$ cat config.mk
export PLATFORM = sky130hd
export DESIGN_NAME = lane_gather
export DESIGN_NICKNAME = d
export VERILOG_FILES = /design/src/rtl/lane_gather.sv
export SDC_FILE = /design/constraint.sdc
export NUM_CORES = 1
export LEC_CHECK = 0
export ABC_AREA = 1
export BUFFER_PORTS_ARGS = -buffer_cell sky130_fd_sc_hd__buf_4
export CAP_MARGIN = 10
export CORE_MARGIN = 2
export CORE_UTILIZATION = 29
export CTS_CLUSTER_SIZE = 16
export DETAILED_ROUTE_END_ITERATION = 16
export PLACE_DENSITY = 0.43
export SLEW_MARGIN = 20
export SYNTH_ARGS = -nofsm -noshare
export SYNTH_HDL_FRONTEND = slang
export SYNTH_SLANG_ARGS = --single-unit
export TNS_END_PERCENT = 10
$ cat constraint.sdc
create_clock -name clk -period 2.2 [get_ports clk]
set_input_delay 0.22 -clock clk [delete_from_list [all_inputs] [get_ports clk]]
set_output_delay 0.22 -clock clk [all_outputs]
set_load 0.05 [all_outputs]
$ cat src/rtl/lane_gather.sv
// Gathers NUM_INPUTS consecutive valid samples, framed by sof_in, into one packed lane vector.
// It tracks framing with a HUNT/FILL machine and counts framing errors in a saturating counter.
module lane_gather #(
  parameter int NUM_INPUTS      = 10,
  parameter int INPUT_WIDTH     = 16,
  parameter int ERR_COUNT_WIDTH = 16
) (
  input  logic                                          clk,
  input  logic                                          rst,
  input  logic                                          valid_in,
  input  logic                                          sof_in,
  input  logic signed [INPUT_WIDTH-1:0]                 data_in,
  output logic                                          valid_out,
  output logic signed [NUM_INPUTS-1:0][INPUT_WIDTH-1:0] data_out,
  output logic                                          aligned,
  output logic [ERR_COUNT_WIDTH-1:0]                    misalign_count
);

  localparam int CNT_W = (NUM_INPUTS > 1) ? $clog2(NUM_INPUTS) : 1;
  localparam logic [CNT_W-1:0] LAST_LANE = CNT_W'(NUM_INPUTS - 1);

  generate
    if (NUM_INPUTS < 2) begin : g_bad_num_inputs
      $error("lane_gather: NUM_INPUTS must be at least 2");
    end
  endgenerate

  typedef enum logic {
    HUNT = 1'b0,
    FILL = 1'b1
  } state_t;

  state_t                                   r_state;
  logic [CNT_W-1:0]                         r_cnt;
  // The last lane is never stored: it goes straight from data_in into data_out.
  logic [NUM_INPUTS-2:0][INPUT_WIDTH-1:0]   r_lanes;
  logic                                     r_valid_out;
  logic [NUM_INPUTS-1:0][INPUT_WIDTH-1:0]   r_data_out;
  logic                                     r_aligned;
  logic [ERR_COUNT_WIDTH-1:0]               r_err;

  state_t           w_state_nxt;
  logic [CNT_W-1:0] w_cnt_nxt;
  logic [CNT_W-1:0] w_lane_idx;
  logic             w_lane_we;
  logic             w_emit;
  logic             w_err_inc;

  // Next-state, lane-write, emit and error decisions for the framing machine.
  always_comb begin
    w_state_nxt = r_state;
    w_cnt_nxt   = r_cnt;
    w_lane_idx  = r_cnt;
    w_lane_we   = 1'b0;
    w_emit      = 1'b0;
    w_err_inc   = 1'b0;
    if (valid_in) begin
      case (r_state)
        HUNT: begin
          if (sof_in) begin
            w_lane_we   = 1'b1;
            w_lane_idx  = '0;
            w_cnt_nxt   = CNT_W'(1);
            w_state_nxt = FILL;
          end else begin
            w_state_nxt = HUNT;
          end
        end
        FILL: begin
          if (sof_in) begin
            // An sof with a partial vector in flight restarts the frame and counts as an error.
            if (r_cnt != '0) begin
              w_err_inc = 1'b1;
            end else begin
              w_err_inc = 1'b0;
            end
            w_lane_we  = 1'b1;
            w_lane_idx = '0;
            w_cnt_nxt  = CNT_W'(1);
          end else if (r_cnt == '0) begin
            w_err_inc   = 1'b1;
            w_state_nxt = HUNT;
          end else if (r_cnt == LAST_LANE) begin
            w_emit    = 1'b1;
            w_cnt_nxt = '0;
          end else begin
            w_lane_we = 1'b1;
            w_cnt_nxt = r_cnt + 1'b1;
          end
        end
        default: begin
          w_state_nxt = HUNT;
          w_cnt_nxt   = '0;
        end
      endcase
    end else begin
      w_state_nxt = r_state;
    end
  end

  // State, lane counter, alignment flag and saturating error counter.
  always_ff @(posedge clk) begin
    if (!rst) begin
      r_state   <= HUNT;
      r_cnt     <= '0;
      r_aligned <= 1'b0;
      r_err     <= '0;
    end else begin
      r_state   <= w_state_nxt;
      r_cnt     <= w_cnt_nxt;
      r_aligned <= (w_state_nxt == FILL);
      if (w_err_inc && (r_err != {ERR_COUNT_WIDTH{1'b1}})) begin
        r_err <= r_err + 1'b1;
      end
    end
  end

  // Working lane buffer for the vector being assembled.
  always_ff @(posedge clk) begin
    if (!rst) begin
      r_lanes <= '0;
    end else begin
      for (int i = 0; i < NUM_INPUTS - 1; i++) begin
        if (w_lane_we && (w_lane_idx == CNT_W'(i))) begin
          r_lanes[i] <= data_in;
        end
      end
    end
  end

  // Output vector register: only ever loaded with a complete vector.
  always_ff @(posedge clk) begin
    if (!rst) begin
      r_valid_out <= 1'b0;
      r_data_out  <= '0;
    end else begin
      r_valid_out <= w_emit;
      if (w_emit) begin
        r_data_out <= {data_in, r_lanes};
      end
    end
  end

  assign valid_out      = r_valid_out;
  assign data_out       = r_data_out;
  assign aligned        = r_aligned;
  assign misalign_count = r_err;

endmodule

==> results of run 1 <==
state kept, by name, indices dropped and copies added, names as in the netlist:
signal,flops
valid_out,1
r_cnt,4
data_out,160
misalign_count,16
aligned,1
r_lanes,144
path summary, 6_finish.rpt:
path / from / to / slack (ns)
min reg2reg: data_out[5] / data_out[5] / 0.44
max: r_cnt[0] / r_lanes[20] / 0.18
min: valid_in / aligned / 0.05
max reg2reg: r_cnt[0] / r_lanes[20] / 0.18
kinds of logic (layout without fill, tap and decap cells):
kind of cell | count (synthesis) | in the layout | synth area share
and+or+nand+nor | 458 | 458 | 0.174
AOI/OAI and AO/OA | 469 | 469 | 0.188
adders and majority gates | 5 | 5 | 0.00498
xor gates and xnor gates | 8 | 8 | 0.00558
DFF | 326 | 326 | 0.520
buffers and inverters | 335 | 507 | 0.108
area by class of cell:
class                           count  area, sq um  share of cell area
Timing Repair Buffer              238         1910               0.120
Clock buffer                       59         1160              0.0732
Tap cell                          585          732              0.0461
Clock inverter                     11          108             0.00677
Sequential cell                   326         6530               0.411
Inverter                          199          749              0.0472
Multi-Input combinational cell    940         4700               0.296
through the flow:
| step | cell area (sq um) | hold WS, ns |
|---|---|---|
| 2_1_floorplan | 12600 | 0.437 |
| 3_3_place_gp | 14600 | 0.434 |
| 3_5_place_dp | 14600 | 0.437 |
| 4_1_cts | 15900 | 0.0145 |
| 5_1_grt | 15900 | 0.0632 |
| 6_report | 15900 | 0.0475 |
synth_stat cells (all sizes together):
library cell / count
xnor2: 2
nand2: 222
inv: 199
nor2: 73
xor2: 6
o21ai: 164
o211ai: 1
a221oi: 1
nand4: 134
a21oi: 303
dfxtp: 326
ha: 5
nand3: 28
clkbuf: 84
nand3b: 1
buf: 52
routing by layer:
layer / vias up / track usage / wire, um
met3: 57 / 0.0319 / 1880
met4: 2 / 0.0624 / 999
met5: - / 0 / 14
met1: 5118 / 0.239 / 18900
li1: 5602 / - / -
met2: 229 / 0.286 / 18500
worst reg2reg max path, cell delays in order, from the launching register on:
cell and delay, ns:
dfxtp_1 0.38, inv_1 0.10, ha_1 0.20, nand3_1 0.11, nand2_1 0.10, nand2_4 0.34, nand3_2 0.43, nand2_1 0.17
a21oi_1 0.08
power breakdown:
part | total, uW | internal, uW | switching [uW]
registers | 5950 | 5940 | 15.5
logic | 526 | 125 | 402
clock network | 6430 | 3880 | 2550
total | 12900 | 9940 | 2970
timing repair:
item                                    in CTS  in global routing
hold buffers                                 0                  0
buffers inserted                             0                  0
endpoints found under the setup margin       0                 22
==> impl_metrics.csv, run 1 <==
group,metric,value,unit
worst_setup_path,startpoint_type,"flip-flop",
synth,synth-seq-area-share,0.520,
detailed_routing,drc,0,
sta,finalHoldViolCount,0,
worst_hold_path,hold_class,"in -> reg",
cts,clk_latency,0.55,ns
sta,finalSetupTns,0,ns
synth,synthTopCellsByArea,"dfxtp_1, a21oi_1, nand4_1",
synth,syn-cell-area,0.0126,sq mm
synth,yosys_warnings,0,
worst_setup_path,path_cells,"inv_1 > ha_1 > nand3_1 > nand2_1 > nand2_4 > nand3_2 > nand2_1 > a21oi_1",
global_routing,track_usage,0.178,
floorplan,rows,76,
global_routing,grt_antenna_before_repair,1,
global_routing,grt_max_degree,82,
synth,synthDistinctLibCells,27,
floorplan,initial_core_util,0.293,
floorplan,core,0.0429,sq mm
placement,gp_congestion,0.726,
worst_setup_path,worst-r2r-cell-count,8,
sta,fin_crit_sh,0.919,
synth,ys_seq_elements,326,
cts,cts_made_buffers,38,
power,p_leak,0.00586,uW
sta,fmax,495,MHz
placement,hpwl,24600,um
synth,syn_nets,1626,
worst_setup_path,cp.buffers_inverters,1,
worst_setup_path,cp.arrival,2.44,ns
sta,final_max_slew_viol_count,0,
placement,dpl_worst_slack,0.159,ns
detailed_routing,postRouteAntennaNets,0,
cells_and_area,stdcell_count,2358,
power,ir_drop,0.000413,V
floorplan,dieArea,0.0450,sq mm
worst_setup_path,worst-path-max-fanout,33,
global_routing,first_global_vias,10480,
cts,htree_levels,2,
cells_and_area,fin_util,0.370,
worst_setup_path,path_common_cell,"nand2_1",
cts,clkSinkCount,326,
detailed_routing,vias,11008,
worst_setup_path,worstSetupEndpointType,"flip-flop",
synth,synth_top_area_share,0.520,
cells_and_area,layout_common_cells,"dfxtp_1, a21oi_1, buf_4, nand2_1, inv_1",
detailed_routing,drt_first_pass_iters,5,
synth,synthCells,1601,
cells_and_area,n_antenna_cell,0,
cts,cts_root_buffer,"clkbuf_16",
cells_and_area,drive_above_1_share,0.183,
worst_hold_path,holdPathStages,4,
worst_setup_path,slowest_stage,"nand3_2",
worst_setup_path,critical-path-max-stage-delay,0.43,ns
placement,port_buffers,197,
sta,rsz0062_at_grt,"true",
cells_and_area,area_growth,26.6,%
outcome,status,"complete, no violations",
detailed_routing,wl_per_cell,17.1,um
detailed_routing,wirelength,40200,um
global_routing,grt_overflow,0,
cts,cts-resized-gates,0,
floorplan,num_io_pins,198,
global_routing,grt_pass1_wl,61900,um
cells_and_area,fin_nets,1768,
cts,path_clk_slew,0.06,ns
sta,finalSetupViolCount,0,
sta,skew,0.0186,ns
sta,fin_ws,0.178,ns
power,power,12900,uW
sta,max_slew_margin,0.703,
worst_setup_path,crit_required,2.62,ns
worst_setup_path,critical-path-top-delay-family,"simple AND/OR/NAND/NOR gates",
floorplan,die_w,212,um
cts,clockBufferDepth,3,
power,p_per_area,812,mW/mm^2
sta,fin_crit,2.02,ns
placement,dp.cells,2288,
synth,synth_top_area_cell,"dfxtp_1",
detailed_routing,avgViaCountPerCell,4.67,
cts,cts_tree,"built",
worst_setup_path,crit_cells,8,
cells_and_area,layout_commonest_cell,"dfxtp_1",
flow_run,cap_violations,0,
detailed_routing,drt_iter0_drc,578,
synth,synth_area_per_cell,7.84,sq um
cells_and_area,fillCellCount,4522,
worst_setup_path,crit_type,"reg -> reg",
floorplan,die_y,212,um
sta,tightest_slew,0.446,ns
Power figures use the tool's default switching activity.
==> run 2: changes to the inputs <==
- PLACE_DENSITY: 0.43 -> default
- PLACE_DENSITY_LB_ADDON: default -> 0.05
==> run 2 against run 1 <==
  * Total power is 1.7% higher
  * Design area up 1.1%
  * Sequential share of layout area down 0.45 points
  * Largest cell class unchanged
==> impl_metrics.csv, run 2 (same netlist as run 1, synthesis figures left out) <==
group,metric,value,unit
cells_and_area,area_growth,28.0,%
worst_setup_path,r2r-start,"r_cnt[0]",
placement,port_buffers,197,
detailed_routing,wirelength,40700,um
placement,hpwl,25100,um
global_routing,grt_antenna_before_repair,0,
sta,final_max_slew_viol_count,0,
detailed_routing,wl_per_cell,17.2,um
detailed_routing,avgViaCountPerCell,4.66,
cts,cts_tree,"built",
worst_setup_path,reg2reg_to,"r_lanes[48]",
worst_hold_path,hold_class,"in -> reg",
placement,gp_congestion,0.757,
placement,placed_cell_area,0.0147,sq mm
worst_setup_path,crit_type,"reg -> reg",
worst_setup_path,cp.arrival,2.43,ns
global_routing,grt_max_degree,99,
worst_hold_path,whs_endpoint,"aligned",
worst_setup_path,r2r_slack,0.17,ns
worst_setup_path,startpoint_type,"flip-flop",
cts,hold_buffers,0,
global_routing,grt_pass1_wl,62100,um
floorplan,core,0.0429,sq mm
floorplan,num_io_pins,198,
cells_and_area,layout_commonest_cell,"dfxtp_1",
placement,dp.cells,2301,
worst_setup_path,worstSetupEndpointType,"flip-flop",
floorplan,dieArea,0.0450,sq mm
cells_and_area,fillCellCount,4509,
floorplan,die_y,212,um
floorplan,initial_core_util,0.293,
worst_setup_path,crit_required,2.60,ns
cells_and_area,final_area,0.0161,sq mm
cells_and_area,drive_above_1_share,0.191,
cts,clk_latency,0.55,ns
sta,tightest_slew,0.611,ns
power,ir_drop,0.000392,V
cells_and_area,stdcell_count,2369,
worst_hold_path,hold_start,"valid_in",
worst_setup_path,worst-r2r-cell-count,8,
power,p_per_area,817,mW/mm^2
sta,rsz0062_at_grt,"true",
sta,finalHoldViolCount,0,
sta,skew,0.0136,ns
sta,fin_crit_sh,0.922,
sta,finalSetupViolCount,0,
global_routing,first_global_vias,10479,
detailed_routing,drt_first_pass_iters,4,
cts,cts_root_buffer,"clkbuf_16",
power,p_leak,0.00595,uW
sta,fin_crit,2.03,ns
cells_and_area,layout_common_cells,"dfxtp_1, a21oi_1, buf_4, nand2_1, inv_1",
floorplan,rows,76,
global_routing,grt_overflow,0,
global_routing,track_usage,0.179,
cells_and_area,largest_reg_flops,160,
worst_setup_path,worst-path-max-fanout,31,
detailed_routing,drc,0,
detailed_routing,drt_iter0_drc,579,
cts,htree_levels,2,
cts,path_clk_slew,0.06,ns
cts,clkSinkCount,326,
sta,max_slew_margin,0.593,
outcome,status,"complete, no violations",
cells_and_area,n_antenna_cell,0,
cts,cts_made_buffers,39,
floorplan,die_w,212,um
detailed_routing,postRouteAntennaNets,0,
cts,clockBufferDepth,3,
sta,fmax,493,MHz
sta,fin_hold_ws,0.0633,ns
detailed_routing,vias,11028,
flow_run,cap_violations,0,
cts,cts_setup_buffers,0,
cells_and_area,fin_util,0.375,
worst_hold_path,holdPathStages,4,
cells_and_area,fin_nets,1782,
-- run 2: changes by cell type in the layout (fill, tap and decap cells not counted) --
cell and change:
clkbuf_1 -3, clkinv_4 +1, buf_12 +2, bufinv_16 +1, nor2_1 -1, nor2_2 +1
clkinvlp_4 +1, clkbuf_8 +3, clkinv_2 -5, buf_4 +11
-- run 2: layout make-up --
class / instances / area (sq um) / area share
flip-flops and latches: 326 / 6530 / 0.406
multi-input cells: 940 / 4700 / 0.292
repair buffers: 251 / 2030 / 0.127
clock buffers: 59 / 1190 / 0.0743
inverters: 199 / 749 / 0.0467
well taps: 585 / 732 / 0.0456
clock inverters: 9 / 129 / 0.00802
-- run 2: worst max-delay path: stages (launching register included) --
cell	delay [ns]
dfxtp_1	0.40
inv_1	0.10
ha_1	0.20
nand3_1	0.10
nand2_1	0.09
nand2_4	0.33
nand3_2	0.41
nand2_1	0.17
a21oi_1	0.07
-- run 2: metrics by stage --
step / setup WS [ns] / setup TNS, ns / power, uW
finish: 0.173 / 0 / 13100
global placement: 0.203 / 0 / 6630
global route: -0.0312 / -0.180 / 13600
detailed placement: 0.144 / 0 / 6640
floorplan: 0.175 / 0 / 6400
CTS: 0.127 / 0 / 13300
-- run 2: worst max-delay path by stage --
stage                   from            endpoint  slack (ns)  cells after the start
floorplan           r_cnt[0]  misalign_count[11]        0.17                     11
global placement    r_cnt[1]        data_out[70]        0.20                      9
detailed placement  r_cnt[0]         r_lanes[48]        0.14                      8
CTS                 r_cnt[0]         r_lanes[48]        0.13                      8
global route        r_cnt[0]         r_lanes[29]       -0.03                      8
finish              r_cnt[0]         r_lanes[48]        0.17                      8
-- run 2: per-layer routing --
metal  share of wire  global-route usage  vias to the layer above
li1                -                   -                     5634
met1            0.48               0.247                     5150
met2            0.46               0.288                      195
met3           0.040              0.0356                       49
met4           0.017              0.0415                        0
met5               0                   0                        -
-- run 2: where the power goes --
group / switching (uW) / internal, uW
registers: 16.1 / 5940
clock network: 2540 / 4090
logic: 408 / 136
-- run 2: timing repair --
item / CTS / global route
resized for setup: 0 / 1
endpoints found under the setup margin: 0 / 12
hold endpoints to repair: 0 / 0
